**src/rtl/mips_ctrl_pkg.sv**
```systemverilog
// ---------------------------------------------------------------------------
// mips_ctrl_pkg
// Shared definitions for the multicycle MIPS control unit: opcode constants,
// ALU control codes, FSM state encoding and the instruction classes produced
// by the opcode decoder.
// Ports: none (package).
// ---------------------------------------------------------------------------
package mips_ctrl_pkg;

  // Opcode field values (instr[31:26]) understood by the controller
  localparam logic [5:0] OP_RTYPE = 6'b000000;
  localparam logic [5:0] OP_ADDI  = 6'b001000;
  localparam logic [5:0] OP_ADDIU = 6'b001001;
  localparam logic [5:0] OP_ANDI  = 6'b001100;
  localparam logic [5:0] OP_LW    = 6'b100011;
  localparam logic [5:0] OP_SW    = 6'b101011;
  localparam logic [5:0] OP_BEQ   = 6'b000100;
  localparam logic [5:0] OP_BNE   = 6'b000101;
  localparam logic [5:0] OP_J     = 6'b000010;

  // ALU control codes
  localparam logic [3:0] ALU_ADD   = 4'b0000;
  localparam logic [3:0] ALU_SUB   = 4'b0001;
  localparam logic [3:0] ALU_FUNCT = 4'b0010;
  localparam logic [3:0] ALU_AND   = 4'b0011;
  localparam logic [3:0] ALU_BNE   = 4'b0100;

  // Mux select encodings
  localparam logic [1:0] ALUB_RT    = 2'b00;
  localparam logic [1:0] ALUB_FOUR  = 2'b01;
  localparam logic [1:0] ALUB_IMM   = 2'b10;
  localparam logic [1:0] ALUB_IMMSH = 2'b11;
  localparam logic [1:0] PCSRC_ALU  = 2'b00;
  localparam logic [1:0] PCSRC_OUT  = 2'b01;
  localparam logic [1:0] PCSRC_JMP  = 2'b10;

  typedef enum logic [3:0] {
    S_FETCH, S_DECODE, S_EXEC_R, S_EXEC_I, S_ADDR, S_MEM_RD,
    S_MEM_WR, S_WB_ALU, S_WB_MEM, S_BRANCH, S_JUMP, S_TRAP
  } state_t;

  typedef enum logic [2:0] {
    CLS_R, CLS_IMM, CLS_MEM, CLS_BRANCH, CLS_JUMP, CLS_ILLEGAL
  } instr_class_t;

endpackage

```
**src/rtl/multicycle_control_if.sv**
```systemverilog
// ---------------------------------------------------------------------------
// multicycle_control_if
// Bundles the controller's datapath-facing signals.
//   master : the control unit (drives memory request and mux/enable lines)
//   slave  : the datapath/memory side (drives opcode, alu_zero, mem_ready)
// ---------------------------------------------------------------------------
interface multicycle_control_if;
  logic [5:0] opcode;
  logic       alu_zero;
  logic       mem_ready;
  logic       mem_req;
  logic       mem_we;
  logic       mux_iord;
  logic       ir_write;
  logic       pc_write;
  logic [1:0] mux_pc_src;
  logic       write_reg;
  logic       mux_write_rt_rd;
  logic       mux_alu_a;
  logic [1:0] mux_alu_b;
  logic [3:0] alu_op;
  logic       mux_reg_src_alu_mem;
  logic       illegal;

  modport master (
    input  opcode, alu_zero, mem_ready,
    output mem_req, mem_we, mux_iord, ir_write, pc_write, mux_pc_src,
           write_reg, mux_write_rt_rd, mux_alu_a, mux_alu_b, alu_op,
           mux_reg_src_alu_mem, illegal
  );

  modport slave (
    output opcode, alu_zero, mem_ready,
    input  mem_req, mem_we, mux_iord, ir_write, pc_write, mux_pc_src,
           write_reg, mux_write_rt_rd, mux_alu_a, mux_alu_b, alu_op,
           mux_reg_src_alu_mem, illegal
  );
endinterface

```
**src/rtl/mc_opclass_decode.sv**
```systemverilog
// ---------------------------------------------------------------------------
// mc_opclass_decode
// Purely combinational opcode classifier.
//   opcode     in  6  instruction opcode field
//   op_class   out    instruction class used for DECODE dispatch
//   imm_alu_op out 4  ALU code for immediate arithmetic (and for andi)
//   is_store   out 1  memory class instruction is sw (else lw)
//   is_bne     out 1  branch class instruction is bne (else beq)
// ---------------------------------------------------------------------------
module mc_opclass_decode
  import mips_ctrl_pkg::*;
(
  input  logic [5:0]   opcode,
  output instr_class_t op_class,
  output logic [3:0]   imm_alu_op,
  output logic         is_store,
  output logic         is_bne
);

  // Map each supported opcode onto its class; anything unknown is illegal
  always_comb begin
    op_class   = CLS_ILLEGAL;
    imm_alu_op = ALU_ADD;
    is_store   = 1'b0;
    is_bne     = 1'b0;
    case (opcode)
      OP_RTYPE:          op_class = CLS_R;
      OP_ADDI, OP_ADDIU: op_class = CLS_IMM;
      OP_ANDI: begin
        op_class   = CLS_IMM;
        imm_alu_op = ALU_AND;
      end
      OP_LW:             op_class = CLS_MEM;
      OP_SW: begin
        op_class = CLS_MEM;
        is_store = 1'b1;
      end
      OP_BEQ:            op_class = CLS_BRANCH;
      OP_BNE: begin
        op_class = CLS_BRANCH;
        is_bne   = 1'b1;
      end
      OP_J:              op_class = CLS_JUMP;
      default:           op_class = CLS_ILLEGAL;
    endcase
  end

endmodule

```
**src/rtl/multicycle_control.sv**
```systemverilog
// ---------------------------------------------------------------------------
// multicycle_control
// Moore FSM controller for a multicycle MIPS subset (R-type, addi/addiu/andi,
// lw/sw, beq/bne, j) sharing one unified memory.
//   clk  in  system clock, all state on rising edge
//   rst  in  synchronous active-high reset
//   bus  master modport: opcode/alu_zero/mem_ready in; memory request,
//        mux selects, write enables, alu_op and sticky illegal flag out
// ---------------------------------------------------------------------------
module multicycle_control
  import mips_ctrl_pkg::*;
(
  input  logic                 clk,
  input  logic                 rst,
  multicycle_control_if.master bus
);

  state_t       state;
  state_t       next_state;
  instr_class_t op_class;
  logic [3:0]   imm_alu_op;
  logic         is_store;
  logic         is_bne;

  mc_opclass_decode u_decode (
    .opcode     (bus.opcode),
    .op_class   (op_class),
    .imm_alu_op (imm_alu_op),
    .is_store   (is_store),
    .is_bne     (is_bne)
  );

  // State register; reset wins over any pending memory wait or trap
  always_ff @(posedge clk) begin
    if (rst) state <= S_FETCH;
    else     state <= next_state;
  end

  // Next-state and Moore outputs. The only input-qualified outputs are the
  // FETCH load strobes (on mem_ready) and the branch pc_write (on alu_zero).
  // Enables are forced low while rst is high so nothing fires during reset.
  always_comb begin
    next_state              = state;
    bus.mem_req             = 1'b0;
    bus.mem_we              = 1'b0;
    bus.mux_iord            = 1'b0;
    bus.ir_write            = 1'b0;
    bus.pc_write            = 1'b0;
    bus.mux_pc_src          = PCSRC_ALU;
    bus.write_reg           = 1'b0;
    bus.mux_write_rt_rd     = 1'b0;
    bus.mux_alu_a           = 1'b0;
    bus.mux_alu_b           = ALUB_RT;
    bus.alu_op              = ALU_ADD;
    bus.mux_reg_src_alu_mem = 1'b0;
    bus.illegal             = 1'b0;

    unique case (state)
      S_FETCH: begin
        bus.mem_req   = 1'b1;
        bus.mux_alu_b = ALUB_FOUR;
        if (bus.mem_ready) begin
          bus.ir_write = 1'b1;
          bus.pc_write = 1'b1;
          next_state   = S_DECODE;
        end
      end
      S_DECODE: begin
        bus.mux_alu_b = ALUB_IMMSH;
        case (op_class)
          CLS_R:      next_state = S_EXEC_R;
          CLS_IMM:    next_state = S_EXEC_I;
          CLS_MEM:    next_state = S_ADDR;
          CLS_BRANCH: next_state = S_BRANCH;
          CLS_JUMP:   next_state = S_JUMP;
          default:    next_state = S_TRAP;
        endcase
      end
      S_EXEC_R: begin
        bus.mux_alu_a = 1'b1;
        bus.alu_op    = ALU_FUNCT;
        next_state    = S_WB_ALU;
      end
      S_EXEC_I: begin
        bus.mux_alu_a = 1'b1;
        bus.mux_alu_b = ALUB_IMM;
        bus.alu_op    = imm_alu_op;
        next_state    = S_WB_ALU;
      end
      S_ADDR: begin
        bus.mux_alu_a = 1'b1;
        bus.mux_alu_b = ALUB_IMM;
        next_state    = is_store ? S_MEM_WR : S_MEM_RD;
      end
      S_MEM_RD: begin
        bus.mem_req  = 1'b1;
        bus.mux_iord = 1'b1;
        if (bus.mem_ready) next_state = S_WB_MEM;
      end
      S_MEM_WR: begin
        bus.mem_req  = 1'b1;
        bus.mem_we   = 1'b1;
        bus.mux_iord = 1'b1;
        if (bus.mem_ready) next_state = S_FETCH;
      end
      S_WB_ALU: begin
        // R-type writes rd, immediate forms write rt; opcode is still held in IR
        bus.write_reg           = 1'b1;
        bus.mux_reg_src_alu_mem = 1'b1;
        bus.mux_write_rt_rd     = (op_class == CLS_R);
        next_state              = S_FETCH;
      end
      S_WB_MEM: begin
        bus.write_reg = 1'b1;
        next_state    = S_FETCH;
      end
      S_BRANCH: begin
        bus.mux_alu_a  = 1'b1;
        bus.mux_pc_src = PCSRC_OUT;
        bus.alu_op     = is_bne ? ALU_BNE : ALU_SUB;
        bus.pc_write   = is_bne ? ~bus.alu_zero : bus.alu_zero;
        next_state     = S_FETCH;
      end
      S_JUMP: begin
        bus.mux_pc_src = PCSRC_JMP;
        bus.pc_write   = 1'b1;
        next_state     = S_FETCH;
      end
      S_TRAP: begin
        bus.illegal = 1'b1;
        next_state  = S_TRAP;
      end
      default: next_state = S_FETCH;
    endcase

    if (rst) begin
      bus.mem_req   = 1'b0;
      bus.mem_we    = 1'b0;
      bus.ir_write  = 1'b0;
      bus.pc_write  = 1'b0;
      bus.write_reg = 1'b0;
    end
  end

endmodule

```
**src/flat_wrapper.sv**
```systemverilog
// flat-port wrapper written by rule: the top's interface ports become plain ports
module multicycle_control_flat import mips_ctrl_pkg::*;
  (clk, rst, bus_opcode, bus_alu_zero, bus_mem_ready, bus_mem_req, bus_mem_we, bus_mux_iord, bus_ir_write, bus_pc_write, bus_mux_pc_src, bus_write_reg, bus_mux_write_rt_rd, bus_mux_alu_a, bus_mux_alu_b, bus_alu_op, bus_mux_reg_src_alu_mem, bus_illegal);
  multicycle_control_if bus_i ();
  input  logic clk;
  input  logic rst;
  input wire logic [$bits(bus_i.opcode)-1:0] bus_opcode;
  input wire logic [$bits(bus_i.alu_zero)-1:0] bus_alu_zero;
  input wire logic [$bits(bus_i.mem_ready)-1:0] bus_mem_ready;
  output wire logic [$bits(bus_i.mem_req)-1:0] bus_mem_req;
  output wire logic [$bits(bus_i.mem_we)-1:0] bus_mem_we;
  output wire logic [$bits(bus_i.mux_iord)-1:0] bus_mux_iord;
  output wire logic [$bits(bus_i.ir_write)-1:0] bus_ir_write;
  output wire logic [$bits(bus_i.pc_write)-1:0] bus_pc_write;
  output wire logic [$bits(bus_i.mux_pc_src)-1:0] bus_mux_pc_src;
  output wire logic [$bits(bus_i.write_reg)-1:0] bus_write_reg;
  output wire logic [$bits(bus_i.mux_write_rt_rd)-1:0] bus_mux_write_rt_rd;
  output wire logic [$bits(bus_i.mux_alu_a)-1:0] bus_mux_alu_a;
  output wire logic [$bits(bus_i.mux_alu_b)-1:0] bus_mux_alu_b;
  output wire logic [$bits(bus_i.alu_op)-1:0] bus_alu_op;
  output wire logic [$bits(bus_i.mux_reg_src_alu_mem)-1:0] bus_mux_reg_src_alu_mem;
  output wire logic [$bits(bus_i.illegal)-1:0] bus_illegal;
  assign bus_i.opcode = bus_opcode;
  assign bus_i.alu_zero = bus_alu_zero;
  assign bus_i.mem_ready = bus_mem_ready;
  assign bus_mem_req = bus_i.mem_req;
  assign bus_mem_we = bus_i.mem_we;
  assign bus_mux_iord = bus_i.mux_iord;
  assign bus_ir_write = bus_i.ir_write;
  assign bus_pc_write = bus_i.pc_write;
  assign bus_mux_pc_src = bus_i.mux_pc_src;
  assign bus_write_reg = bus_i.write_reg;
  assign bus_mux_write_rt_rd = bus_i.mux_write_rt_rd;
  assign bus_mux_alu_a = bus_i.mux_alu_a;
  assign bus_mux_alu_b = bus_i.mux_alu_b;
  assign bus_alu_op = bus_i.alu_op;
  assign bus_mux_reg_src_alu_mem = bus_i.mux_reg_src_alu_mem;
  assign bus_illegal = bus_i.illegal;
  multicycle_control u_core (.clk(clk), .rst(rst), .bus(bus_i));
endmodule
```
**config.mk**
```make
export PLATFORM = sky130hd
export DESIGN_NAME = multicycle_control_flat
export DESIGN_NICKNAME = d
export VERILOG_FILES = /design/src/rtl/mips_ctrl_pkg.sv /design/src/rtl/multicycle_control_if.sv /design/src/rtl/mc_opclass_decode.sv /design/src/rtl/multicycle_control.sv /design/src/flat_wrapper.sv
export SDC_FILE = /design/constraint.sdc
export NUM_CORES = 1
export LEC_CHECK = 0
export ABC_AREA = 1
export CAP_MARGIN = 0
export CELL_PAD_IN_SITES_DETAIL_PLACEMENT = 0
export CELL_PAD_IN_SITES_GLOBAL_PLACEMENT = 2
export CORE_AREA = 8 8 65 67
export CTS_CLUSTER_SIZE = 8
export DETAILED_ROUTE_END_ITERATION = 7
export DIE_AREA = 0 0 73 75
export PLACE_DENSITY_LB_ADDON = 0.1
export SLEW_MARGIN = 10
export SYNTH_ARGS = -nofsm -noshare
export SYNTH_HDL_FRONTEND = slang
export SYNTH_SLANG_ARGS = --single-unit
export TNS_END_PERCENT = 100
```
**constraint.sdc**
```tcl
create_clock -name clk -period 2.6 [get_ports clk]
set_clock_uncertainty 0.2 [all_clocks]
set_input_delay 0.65 -clock clk [delete_from_list [all_inputs] [get_ports clk]]
set_output_delay 0.65 -clock clk [all_outputs]
set_load 0.02 [all_outputs]
```
* Word level (Yosys, flattened, before mapping)
Cells that the tools add are included.
** Cells by class
- Equal/unequal tests :: 26
- Reduce and logical (&&, ||, !) cells :: 13
- Bitwise gates (word level) :: 1
- Multiplexer cells :: 31
** Operators with widths (number)
- $pmux 4 s7 :: 1
- $pmux 4 s5 :: 1
- $eq 6x4->1 const B :: 3
- $mux 1 :: 18
- $eq 4x3->1 const B :: 4
- $eq 4x4->1 const B :: 4
- $pmux 3 s5 :: 1
- $eq 6x3->1 const B :: 2
- $eq 6x6->1 const B :: 2
- $mux 4 :: 3
- $pmux 4 s3 :: 1
- $reduce_or 2->1 :: 6
- $eq 4x2->1 const B :: 2
- $eq 3x2->1 const B :: 2
- $eq 6x2->1 const B :: 1
- $logic_not 6->1 :: 1
- $ne 2x2->1 const B :: 3
- $pmux 2 s3 :: 1
- $reduce_or 3->1 :: 2
- $eq 4x1->1 const B :: 1
- $logic_not 4->1 :: 1
- $mux 2 :: 2
- $pmux 2 s2 :: 1
- $reduce_or 4->1 :: 1
- 7 further kinds :: 7
** Storage, ports and cells
- Register bits :: 4
- Logic and storage cells :: 72
- Output and inout port bits :: 18

* Longest topological paths before layout
Gate-level depths: netlist of run 1.
- Depth in word-level cells :: 6
- Depth in mapped cells :: 11

* Cells and area by module
From an unflattened synthesis of run 1, not the netlist that was laid out.
** Second synthesis, totals
- Cells, all modules :: 131
- Area total of the unflattened synthesis :: 661.9 µm²
** By module, submodules not included
- multicycle_control :: area each 465.4 µm², sequential area each 80.1 µm², cells an instance 91, times used 1
- mc_opclass_decode :: area each 196.4 µm², sequential area each 0.0 µm², cells an instance 40, times used 1

* Least setup slack after synthesis of run 1
Ideal clock, no wire load.
- Kind :: in2out
- From :: in bus_opcode[5]
- To :: out bus_mux_write_rt_rd
- Arrival :: 1.640 ns
- Buffers on the path :: 0
- Slack :: 0.110 ns
- Required time :: 1.750 ns
- Stages on the path :: 7
- Cells stage by stage :: nor2_1 > nand2_1 > inv_1 > o21ai_0 > nand2_1 > nand2_1 > nor3_1
** On the way
- Cells in the longest elaborated chain, start to end :: 5
- Elaborated cells on any way between the ends :: 15
** RTL lines
- start, declared :: RTL line flat_wrapper.sv:7 : input wire logic [$bits(bus_i.opcode)-1:0] bus_opcode;
- $eq 6x4->1, or another cell as far along :: RTL line mc_opclass_decode.sv:26 : case (opcode)
- $reduce_or 3->1 (no source line) / $reduce_or 2->1 (equally long branches)
- $pmux 3 s5 * :: RTL line mc_opclass_decode.sv:26
- $logic_not 3->1 * :: RTL line multicycle_control.sv:110 : bus.mux_write_rt_rd = (op_class == CLS_R);
- $mux 1 * :: RTL line multicycle_control.sv:58 : unique case (state)
- end, declared :: RTL line flat_wrapper.sv:17 : output wire logic [$bits(bus_i.mux_write_rt_rd)-1:0] bus_mux_write_rt_rd;
Mark *: on every way between the ends. The rest lies on a longest branch, timed or not.

* Worst setup path after layout of run 1
- From :: in bus_opcode[1]
- To :: out bus_pc_write
** On the way
- Cells in the longest elaborated chain, start to end :: 5
** RTL lines
- $eq 6x3->1 :: RTL line mc_opclass_decode.sv:26
- $mux 1 :: RTL line mc_opclass_decode.sv:26
- $mux 1 :: RTL line multicycle_control.sv:121 : bus.pc_write = is_bne ? ~bus.alu_zero : bus.alu_zero;
- $pmux 1 s3 :: RTL line multicycle_control.sv:58
- $mux 1 :: RTL line multicycle_control.sv:136 : if (rst) begin
- end, declared :: RTL line flat_wrapper.sv:14 : output wire logic [$bits(bus_i.pc_write)-1:0] bus_pc_write;
Every way passes these cells.

==> results by group, run 1 <==
Timing
  • Setup_tns: 0 ns
  • Setup ws final: 0.0644 ns
  • Max frequency: 394 MHz
  • Minimum clock period: 2.54 ns
  • Final period util: 0.975
  • Final hold viol count: 0
  • Endpoints failing setup: 0
  • Fin. max-slew vios: 0

Worst hold path
  • Hold Path Class: reg2reg
  • HP Start: u_core.state[1]
  • Worst hold endpoint: u_core.state[2]
  • Hold Crit Depth: 4

Layout
  • Post-Layout Inst Area: 0.00126 mm^2
  • Multi-input logic area: 467 um^2
  • Ant diodes: 0
  • Fraction of layout cells with a size suffix above 1: 0.447
  • Fin nets: 200
  • # fillers: 387
  • Area growth syn-to-layout: 112%
  • Most flops, register: u_core.state
  • Largest regs: u_core.state x4
  • Reg area: 81.3 um^2
  • Max reg flops: 4

Floorplanning
  • Die Y: 75 um
  • Die area: 0.00548 mm^2
  • Initial Utilization: 0.184
  • Row cnt: 21
  • Die width: 73 um
  • Top-Level Pins: 28
  • Core area: 0.00323 mm^2

Synthesis
  • Top cell type's share of synthesized area: 0.208
  • Main flop type after synthesis: dfxtp_1
  • Post-synthesis cell count: 121
  • Synth area leader: nand2_1
  • Synthesis-stage register bit count: 4
  • Synth warn: 0
  • Synth top area cells: nand2_1 21%, nor2_1 16%, inv_1 14%
  • Post-synthesis sequential area ratio: 0.134
  • Synth cell types: 21
  • Syn avg cell area: 4.92 um^2
  • Syn_nets: 131
  • Async set-reset flop share out of synthesis: 0
  • Cell area after synthesis: 596 um^2
  • Number of synthesized flops with an enable pin: 0

Critical path
  • Reg-to-reg critical path startpoint: u_core.state[3]
  • Reg2Reg Capture Point: u_core.state[2]
  • Worst endpoint required time: 1.75 ns
  • Crit path max-delay family: buffers and inverters
  • Slowest-stage cell, CP: clkdlybuf4s15_1
  • Top cell by count, worst path: nand2_1
  • Crit-path cells: clkdlybuf4s15_1 -> inv_1 -> nand2_1 -> inv_2 -> nand3_4 -> nor2_4 -> nand2_1 -> nand4_1 -> nand2_1 -> inv_2 -> buf_6
  • Buf/Inv on CP: 5
  • Crit Path Max Fanout: 5
  • CP Launch Type: input pin
  • Crit path DAT: 1.69 ns
  • Worst reg2reg path depth: 6
  • Worst reg2reg setup slack: 1.05 ns
  • Slowest stage delay, CP: 0.18 ns
  • Crit Path Class: in2out
  • Worst Setup End Kind: primary output

Pwr
  • PD cells: 686 mW/mm^2
  • Design Power: 0.867 mW
  • Leak Pwr: 0.708 nW
  • Max VDD drop: 395 uV

Global routing
  • Global-route wire length before repair: 4220 um
  • Pin count of the biggest net entering global routing: 7
  • Initial antenna violation count: 0
  • Total GRT Usage: 0.0981
  • Vias in the first global route: 974
  • Gr ovfl total: 0

Clock network
  • H-tree Lvls: 1
  • Post-CTS Hold Buffers: 0
  • CTS Buf Count: 3
  • Worst skew pair latency: 0.23 ns
  • Clk buf depth: 2
  • Worst-path clk slew: 0.04 ns
  • Root Buffer: clkbuf_4
  • Clock Sinks: 4
  • TritonCTS clock tree: yes

Route
  • Vias: 933
  • Post-Route WL: 2550 um
  • Initial DRC count: 22
  • DRC: 0
  • DR WL/cell: 10.9 um
  • Post-route ant nets: 0
  • Vias/cell: 3.99
  • Drt pass-1 iters: 4

Run status
  • Status: finished, final reports clean

Placement
  • Placed wire-length estimate: 2040 um
  • Number of I/O port buffers: 26
  • Worst slack, placed: -0.834 ns
  • Area post-placement: 0.00109 mm^2
  • GPL Wtd Cong: 0.821

Run
  • # Max-Cap Violations: 0
## synthesized netlist by cell type, types with 2 or more instances
cell	instances
a21oi_1	2
nor3_1	2
nand3_1	6
nand4_1	4
dfxtp_1	4
nor2_1	26
nor2_4	2
o21ai_0	3
nand2_1	33
inv_1	22
nor2_2	2
inv_2	6
## layer usage
metal / track usage / up-vias / share of wire
li1: - / 504 / -
met1: 0.101 / 411 / 0.41
met2: 0.191 / 14 / 0.55
met3: 0.0146 / 4 / 0.028
met4: 0.0422 / 0 / 0.014
met5: 0 / - / 0
## worst register-to-register path, delay by kind of cell (launching register included)
family / cells / cell delay, ns
buffers and inverters: 2 / 0.21
AND/OR/NAND/NOR: 3 / 0.52
flip-flops: 1 / 0.33
AO/OA/AOI/OAI: 1 / 0.20
## repair_timing
item | 4_1_cts | 5_1_grt
pin swaps | 8 | 9
gates resized for setup | 58 | 26
setup endpoints to repair | 14 | 10
setup buffers | 12 | 2
cloned | 0 | 0
## worst max-delay path by stage
stage                     cells after the start            start                  end
final                                        11    bus_opcode[1]         bus_pc_write
after global routing                          9    bus_opcode[1]  bus_mux_write_rt_rd
after CTS                                     5  u_core.state[2]          bus_illegal
after detailed placement                     11    bus_opcode[5]         bus_pc_write
after global placement                       11    bus_opcode[5]         bus_pc_write
after floorplan                               7    bus_opcode[5]  bus_mux_write_rt_rd
## cell type report
type / instances / share of cell area
well taps: 46 / 0.0455
flip-flops and latches: 4 / 0.0644
repair buffers: 65 / 0.420
clock buffers: 3 / 0.0178
inverters: 28 / 0.0832
multi-input cells: 88 / 0.369
## cells in the final DEF, fill, tap and decap left out, drive strengths merged
master	Yosys	final
nand4	4	4
nor3	2	2
clkbuf	0	6
dfxtp	4	4
conb	1	1
buf	1	45
or2	1	1
a41oi	1	1
nand2	34	34
clkdlybuf4s50	0	4
nor2	30	30
dlymetal6s2s	0	2
nand3	7	7
o22ai	1	1
a31oi	1	1
dlygate4sd2	0	7
inv	28	28
clkdlybuf4s15	0	4
a21oi	3	3
o21ai	3	3
## metrics by stage
stage               std cells  hold slack [ns]   util
floorplan                 121            0.457      -
global placement          217            0.585  0.338
detailed placement        217            0.581  0.338
CTS                       232            0.587  0.378
global route              234            0.572  0.391
finish                    234            0.524  0.391
## kinds of logic (layout without fill, tap and decap cells)
logic type             after synthesis  count (layout)  synth area share
other                                1               1           0.00630
DFF                                  4               4             0.134
buffers and inverters               29              96             0.189
and+or+nand+nor                     78              78             0.578
AOI/OAI and AO/OA                    9               9            0.0924
## report_power, final
group,internal [mW],switching (mW),leakage (nW)
clock network,0.0516,0.0249,0.0138
logic,0.293,0.384,0.661
registers,0.0871,0.0264,0.0333
Power figures use the tool's default switching activity.
==> run 2, diff against run 1 <==
--- a/config.mk
+++ b/config.mk
@@ -7,12 +7,12 @@
 export LEC_CHECK = 0
 export ABC_AREA = 1
 export CAP_MARGIN = 0
-export CELL_PAD_IN_SITES_DETAIL_PLACEMENT = 0
-export CELL_PAD_IN_SITES_GLOBAL_PLACEMENT = 2
-export CORE_AREA = 8 8 65 67
+export CELL_PAD_IN_SITES_DETAIL_PLACEMENT = 1
+export CELL_PAD_IN_SITES_GLOBAL_PLACEMENT = 1
+export CORE_AREA = 8 8 57 59
 export CTS_CLUSTER_SIZE = 8
 export DETAILED_ROUTE_END_ITERATION = 7
-export DIE_AREA = 0 0 73 75
+export DIE_AREA = 0 0 65 67
 export PLACE_DENSITY_LB_ADDON = 0.1
 export SLEW_MARGIN = 10
 export SYNTH_ARGS = -nofsm -noshare
==> run 2 against run 1 <==
  * Critical path depth shrank 6
  * Power increased by 0.54%
  * Register-to-register slack got worse by 0.06 ns
  * Sequential power is essentially flat
  * Clock power about the same
  * Via count increased by 6.6%
  * Critical path type is now reg2out
  * Highest routed layer unchanged
==> results by group, run 2 (synthesis results as in run 1) <==
Layout
  • Area growth syn-to-layout: 115%
  • Most flops, register: u_core.state
  • Fin nets: 201
  • Post-Layout Cell Count: 219
  • Commonest non-fill, non-tap cell in the layout: buf_4
  • Largest regs: u_core.state x4
  • # fillers: 341
  • Fraction of layout cells with a size suffix above 1: 0.476
  • Ant diodes: 0
  • Most frequent cells in the layout: 40 x buf_4, 26 x nand2_1, 19 x inv_1, 19 x nor2_1
  • Final Util: 0.541
  • Max reg flops: 4

Route
  • DRC: 0
  • Drt pass-1 iters: 4
  • Vias/cell: 4.54
  • Met3 WL: 115 um
  • Post-route ant nets: 0
  • Met1 wire length: 1160 um
  • Highest Signal Layer: met4
  • Met2 routed WL: 1650 um
  • Initial DRC count: 13
  • DR WL/cell: 13.8 um
  • Post-Route WL: 3020 um
  • Vias: 995

Floorplanning
  • Top-Level Pins: 28
  • Initial Utilization: 0.252
  • Die area: 0.00436 mm^2
  • Die Y: 67 um
  • Core area: 0.00236 mm^2
  • Row cnt: 18
  • Die width: 65 um

Critical path
  • Crit Path Class: reg2out
  • Crit path DAT: 1.68 ns
  • Worst endpoint required time: 1.75 ns
  • Worst Setup End Kind: primary output
  • CP Launch Type: register
  • Crit Path Max Fanout: 4

Clock network
  • H-tree Lvls: 1
  • Clock Sinks: 4
  • Post-CTS Hold Buffers: 0
  • Worst-path clk slew: 0.04 ns
  • TritonCTS clock tree: yes
  • Clk buf depth: 2
  • Root Buffer: clkbuf_4
  • CTS Buf Count: 3
  • Worst skew pair latency: 0.24 ns

Placement
  • GPL Wtd Cong: 0.814
  • Placed wire-length estimate: 2220 um
  • Number of I/O port buffers: 26
  • Placed Cells incl. Taps: 198

Timing
  • Fin. max-slew vios: 0
  • Max frequency: 396 MHz
  • Final period util: 0.972
  • Endpoints failing setup: 0
  • Minimum clock period: 2.53 ns
  • RSZ-0062 raised after global routing: true
  • Final hold viol count: 0

Global routing
  • Initial antenna violation count: 0
  • Pin count of the biggest net entering global routing: 7
  • Global-route wire length before repair: 5030 um
  • Total GRT Usage: 0.143
  • Vias in the first global route: 1,163
  • Gr ovfl total: 0

Pwr
  • Design Power: 0.872 mW
  • Comb pwr share: 0.779
  • Internal power: 0.421 mW
  • Max VDD drop: 563 uV
  • Net Sw Power: 0.452 mW
  • Clk pwr share: 0.088
  • Sw Share: 0.518
  • Seq pwr share: 0.133
  • PD cells: 681 mW/mm^2
  • Leak Pwr: 0.727 nW

Run status
  • Status: finished, final reports clean

Worst hold path
  • Hold Path Class: reg2reg

Run
  • # Max-Cap Violations: 0
-- run 2: final cells by class --
cell class,count,area [um^2],area share
well taps,30,37.5,0.0293
repair buffers,66,538,0.420
clock buffers,3,22.5,0.0176
multi-input cells,88,490,0.383
flip-flops and latches,4,81.3,0.0635
inverters,28,110,0.0860
-- run 2: power groups by stage --
stage	sequential (mW)	combinational (mW)	clock, mW
floorplan	0.107	0.364	0
global placement	0.112	0.662	0
detailed placement	0.114	0.669	0
CTS	0.114	0.667	0.0813
global route	0.119	0.742	0.0830
finish	0.116	0.679	0.0767
-- run 2: through the flow --
step / setup slack, ns / hold WS (ns) / area (um^2) / setup TNS [ns]
6_report: 0.0723 / 0.545 / 1280 / 0
5_1_grt: -0.0341 / 0.582 / 1280 / -0.0341
4_1_cts: 0.00921 / 0.550 / 1220 / 0
3_5_place_dp: -0.859 / 0.592 / 1050 / -4.54
3_3_place_gp: -0.778 / 0.581 / 1050 / -4.02
2_1_floorplan: 0.110 / 0.457 / 596 / 0
-- run 2: path summary, 6_finish.rpt --
kind / startpoint / end / slack, ns / cells past startpoint
min reg2reg: u_core.state[1] / u_core.state[2] / 0.55 / 4
min: u_core.state[1] / u_core.state[2] / 0.55 / 4
max: u_core.state[3] / bus_mux_alu_b[0] / 0.07 / 5
max reg2reg: u_core.state[3] / u_core.state[0] / 0.99 / 8
-- run 2: timing repair --
action | in CTS | in global routing
setup buffers | 16 | 2
pin swaps | 9 | 12
resized for setup | 68 | 26
endpoints found under the setup margin | 12 | 8
-- run 2: worst max-delay path, stage by stage (launching register included) --
cell and delay (ns):
dfxtp_1 0.33, nor2_1 0.21, inv_2 0.07, buf_4 0.15
nor2_1 0.08, clkdlybuf4s50_1 0.61
-- run 2: routing by layer --
layer  vias up  track usage
li1        501            -
met5         -            0
met2        27        0.301
met4         0       0.0654
met1       459        0.127
met3         8       0.0252
==> run 3, diff against run 2 <==
--- a/config.mk
+++ b/config.mk
@@ -9,12 +9,12 @@
 export CAP_MARGIN = 0
 export CELL_PAD_IN_SITES_DETAIL_PLACEMENT = 1
 export CELL_PAD_IN_SITES_GLOBAL_PLACEMENT = 1
-export CORE_AREA = 8 8 57 59
+export CORE_AREA = 8 8 56 58
+export CTS_BUF_LIST = sky130_fd_sc_hd__clkbuf_4
 export CTS_CLUSTER_SIZE = 8
 export DETAILED_ROUTE_END_ITERATION = 7
-export DIE_AREA = 0 0 65 67
+export DIE_AREA = 0 0 64 66
 export PLACE_DENSITY_LB_ADDON = 0.1
-export SLEW_MARGIN = 10
 export SYNTH_ARGS = -nofsm -noshare
 export SYNTH_HDL_FRONTEND = slang
 export SYNTH_SLANG_ARGS = --single-unit
==> run 3 against run 2 <==
  * Cell count unchanged
  * Routed wire length is 1.6% higher
  * Non-clock buffer count unchanged
  * Setup slack worse by 0.058 ns
  * Cell area shrank 2.9%
  * Utilization down 0.57 points
  * Critical path depth rose by 4
  * Die area shrank 3.0%
  * Fmax decreased by 2.2%
  * Largest cell class unchanged
==> results by group, run 3 (synthesis results as in run 1) <==
Route
  • DR WL/cell: 14.0 um
  • Drt pass-1 iters: 4
  • Initial DRC count: 32
  • Vias/cell: 4.46
  • Met1 wire length: 1180 um
  • Highest Signal Layer: met4
  • Post-route ant nets: 0
  • Met2 routed WL: 1710 um
  • Vias: 976
  • Met3 WL: 103 um
  • Post-Route WL: 3070 um
  • DRC: 0

Layout
  • Fraction of layout cells with a size suffix above 1: 0.423
  • Ant diodes: 0
  • Most flops, register: u_core.state
  • Fin nets: 201
  • Final Util: 0.536
  • Area growth syn-to-layout: 109%
  • # fillers: 341
  • Commonest non-fill, non-tap cell in the layout: buf_4
  • Post-Layout Cell Count: 219
  • Multi-input logic area: 462 um^2
  • Most frequent cells in the layout: 39 x buf_4, 32 x nand2_1, 20 x inv_1, 19 x nor2_1
  • Max reg flops: 4
  • Reg area: 81.3 um^2
  • Largest regs: u_core.state x4

Critical path
  • Crit Path Max Fanout: 5
  • Crit path DAT: 1.74 ns
  • CP Launch Type: input pin
  • Worst endpoint required time: 1.75 ns
  • Crit Path Class: in2out
  • Worst Setup End Kind: primary output
  • Worst reg2reg path depth: 8

Global routing
  • Gr ovfl total: 0
  • Initial antenna violation count: 0
  • Pin count of the biggest net entering global routing: 7
  • Global-route wire length before repair: 4660 um
  • Total GRT Usage: 0.135
  • Vias in the first global route: 1,039

Placement
  • Placed Cells incl. Taps: 197
  • Placed wire-length estimate: 2170 um
  • Number of I/O port buffers: 26
  • GPL Wtd Cong: 0.867

Clock network
  • Worst skew pair latency: 0.24 ns
  • CTS Buf Count: 3
  • Root Buffer: clkbuf_4
  • Post-CTS Hold Buffers: 0
  • H-tree Lvls: 1
  • TritonCTS clock tree: yes
  • Worst-path clk slew: 0.04 ns
  • Clock Sinks: 4
  • Clk buf depth: 2

Timing
  • Max frequency: 387 MHz
  • Final hold viol count: 0
  • Fin. max-slew vios: 0
  • Endpoints failing setup: 0
  • Final period util: 0.994
  • Minimum clock period: 2.59 ns
  • Hold Slack: 0.546 ns

Pwr
  • Leak Pwr: 0.753 nW
  • PD cells: 688 mW/mm^2
  • Max VDD drop: 488 uV

Floorplanning
  • Initial Utilization: 0.257
  • Core area: 0.00232 mm^2
  • Die area: 0.00422 mm^2
  • Die Y: 66 um
  • Die width: 64 um
  • Top-Level Pins: 28
  • Row cnt: 18

Run
  • # Max-Cap Violations: 0

Run status
  • Status: finished, final reports clean

Worst hold path
  • Hold Path Class: reg2reg
  • Hold Crit Depth: 4
## run 3: stage by stage
step	area, um^2	setup slack, ns	total power [mW]	TNS [ns]
floorplan	596	0.110	0.471	0
global placement	1040	-0.771	0.764	-4.09
detailed placement	1040	-0.823	0.780	-4.33
CTS	1190	0.000210	0.850	0
global route	1240	-0.0571	0.934	-0.188
finish	1240	0.0148	0.855	0
## run 3: path summary, 6_finish.rpt
check / startpoint / to / slack [ns]
max reg2reg: u_core.state[3] / u_core.state[3] / 1.03
min reg2reg: u_core.state[1] / u_core.state[2] / 0.55
min: u_core.state[1] / u_core.state[2] / 0.55
max: bus_opcode[5] / bus_mux_write_rt_rd / 0.01
## run 3: critical path, cell delays in order
cell and delay (ns):
buf_2 0.13, nor2_4 0.12, nand2_1 0.09, inv_2 0.13, o21ai_1 0.09, nand2_1 0.11, nand2_1 0.06, nor3_1 0.15
buf_2 0.19
## run 3: area by class of cell
class | count | share of cell area
Sequential cell | 4 | 0.0655
Clock buffer | 3 | 0.0181
Timing Repair Buffer | 66 | 0.428
Inverter | 28 | 0.0866
Tap cell | 30 | 0.0302
Multi-Input combinational cell | 88 | 0.372
## run 3: metal layers
| metal | track usage | vias up |
|---|---|---|
| met4 | 0.0501 | 0 |
| met5 | 0 | - |
| met2 | 0.276 | 17 |
| met1 | 0.132 | 450 |
| li1 | - | 503 |
| met3 | 0.0186 | 6 |
## run 3: timing repair
item	4_1_cts	5_1_grt
buffers inserted	14	5
endpoints found under the setup margin	12	13
pin swaps	9	7
gates resized for setup	57	23
## run 3: power by group
group | internal (mW) | total (mW) | switching [mW]
clock network | 0.0516 | 0.0767 | 0.0251
logic | 0.273 | 0.663 | 0.390
registers | 0.0872 | 0.115 | 0.0280
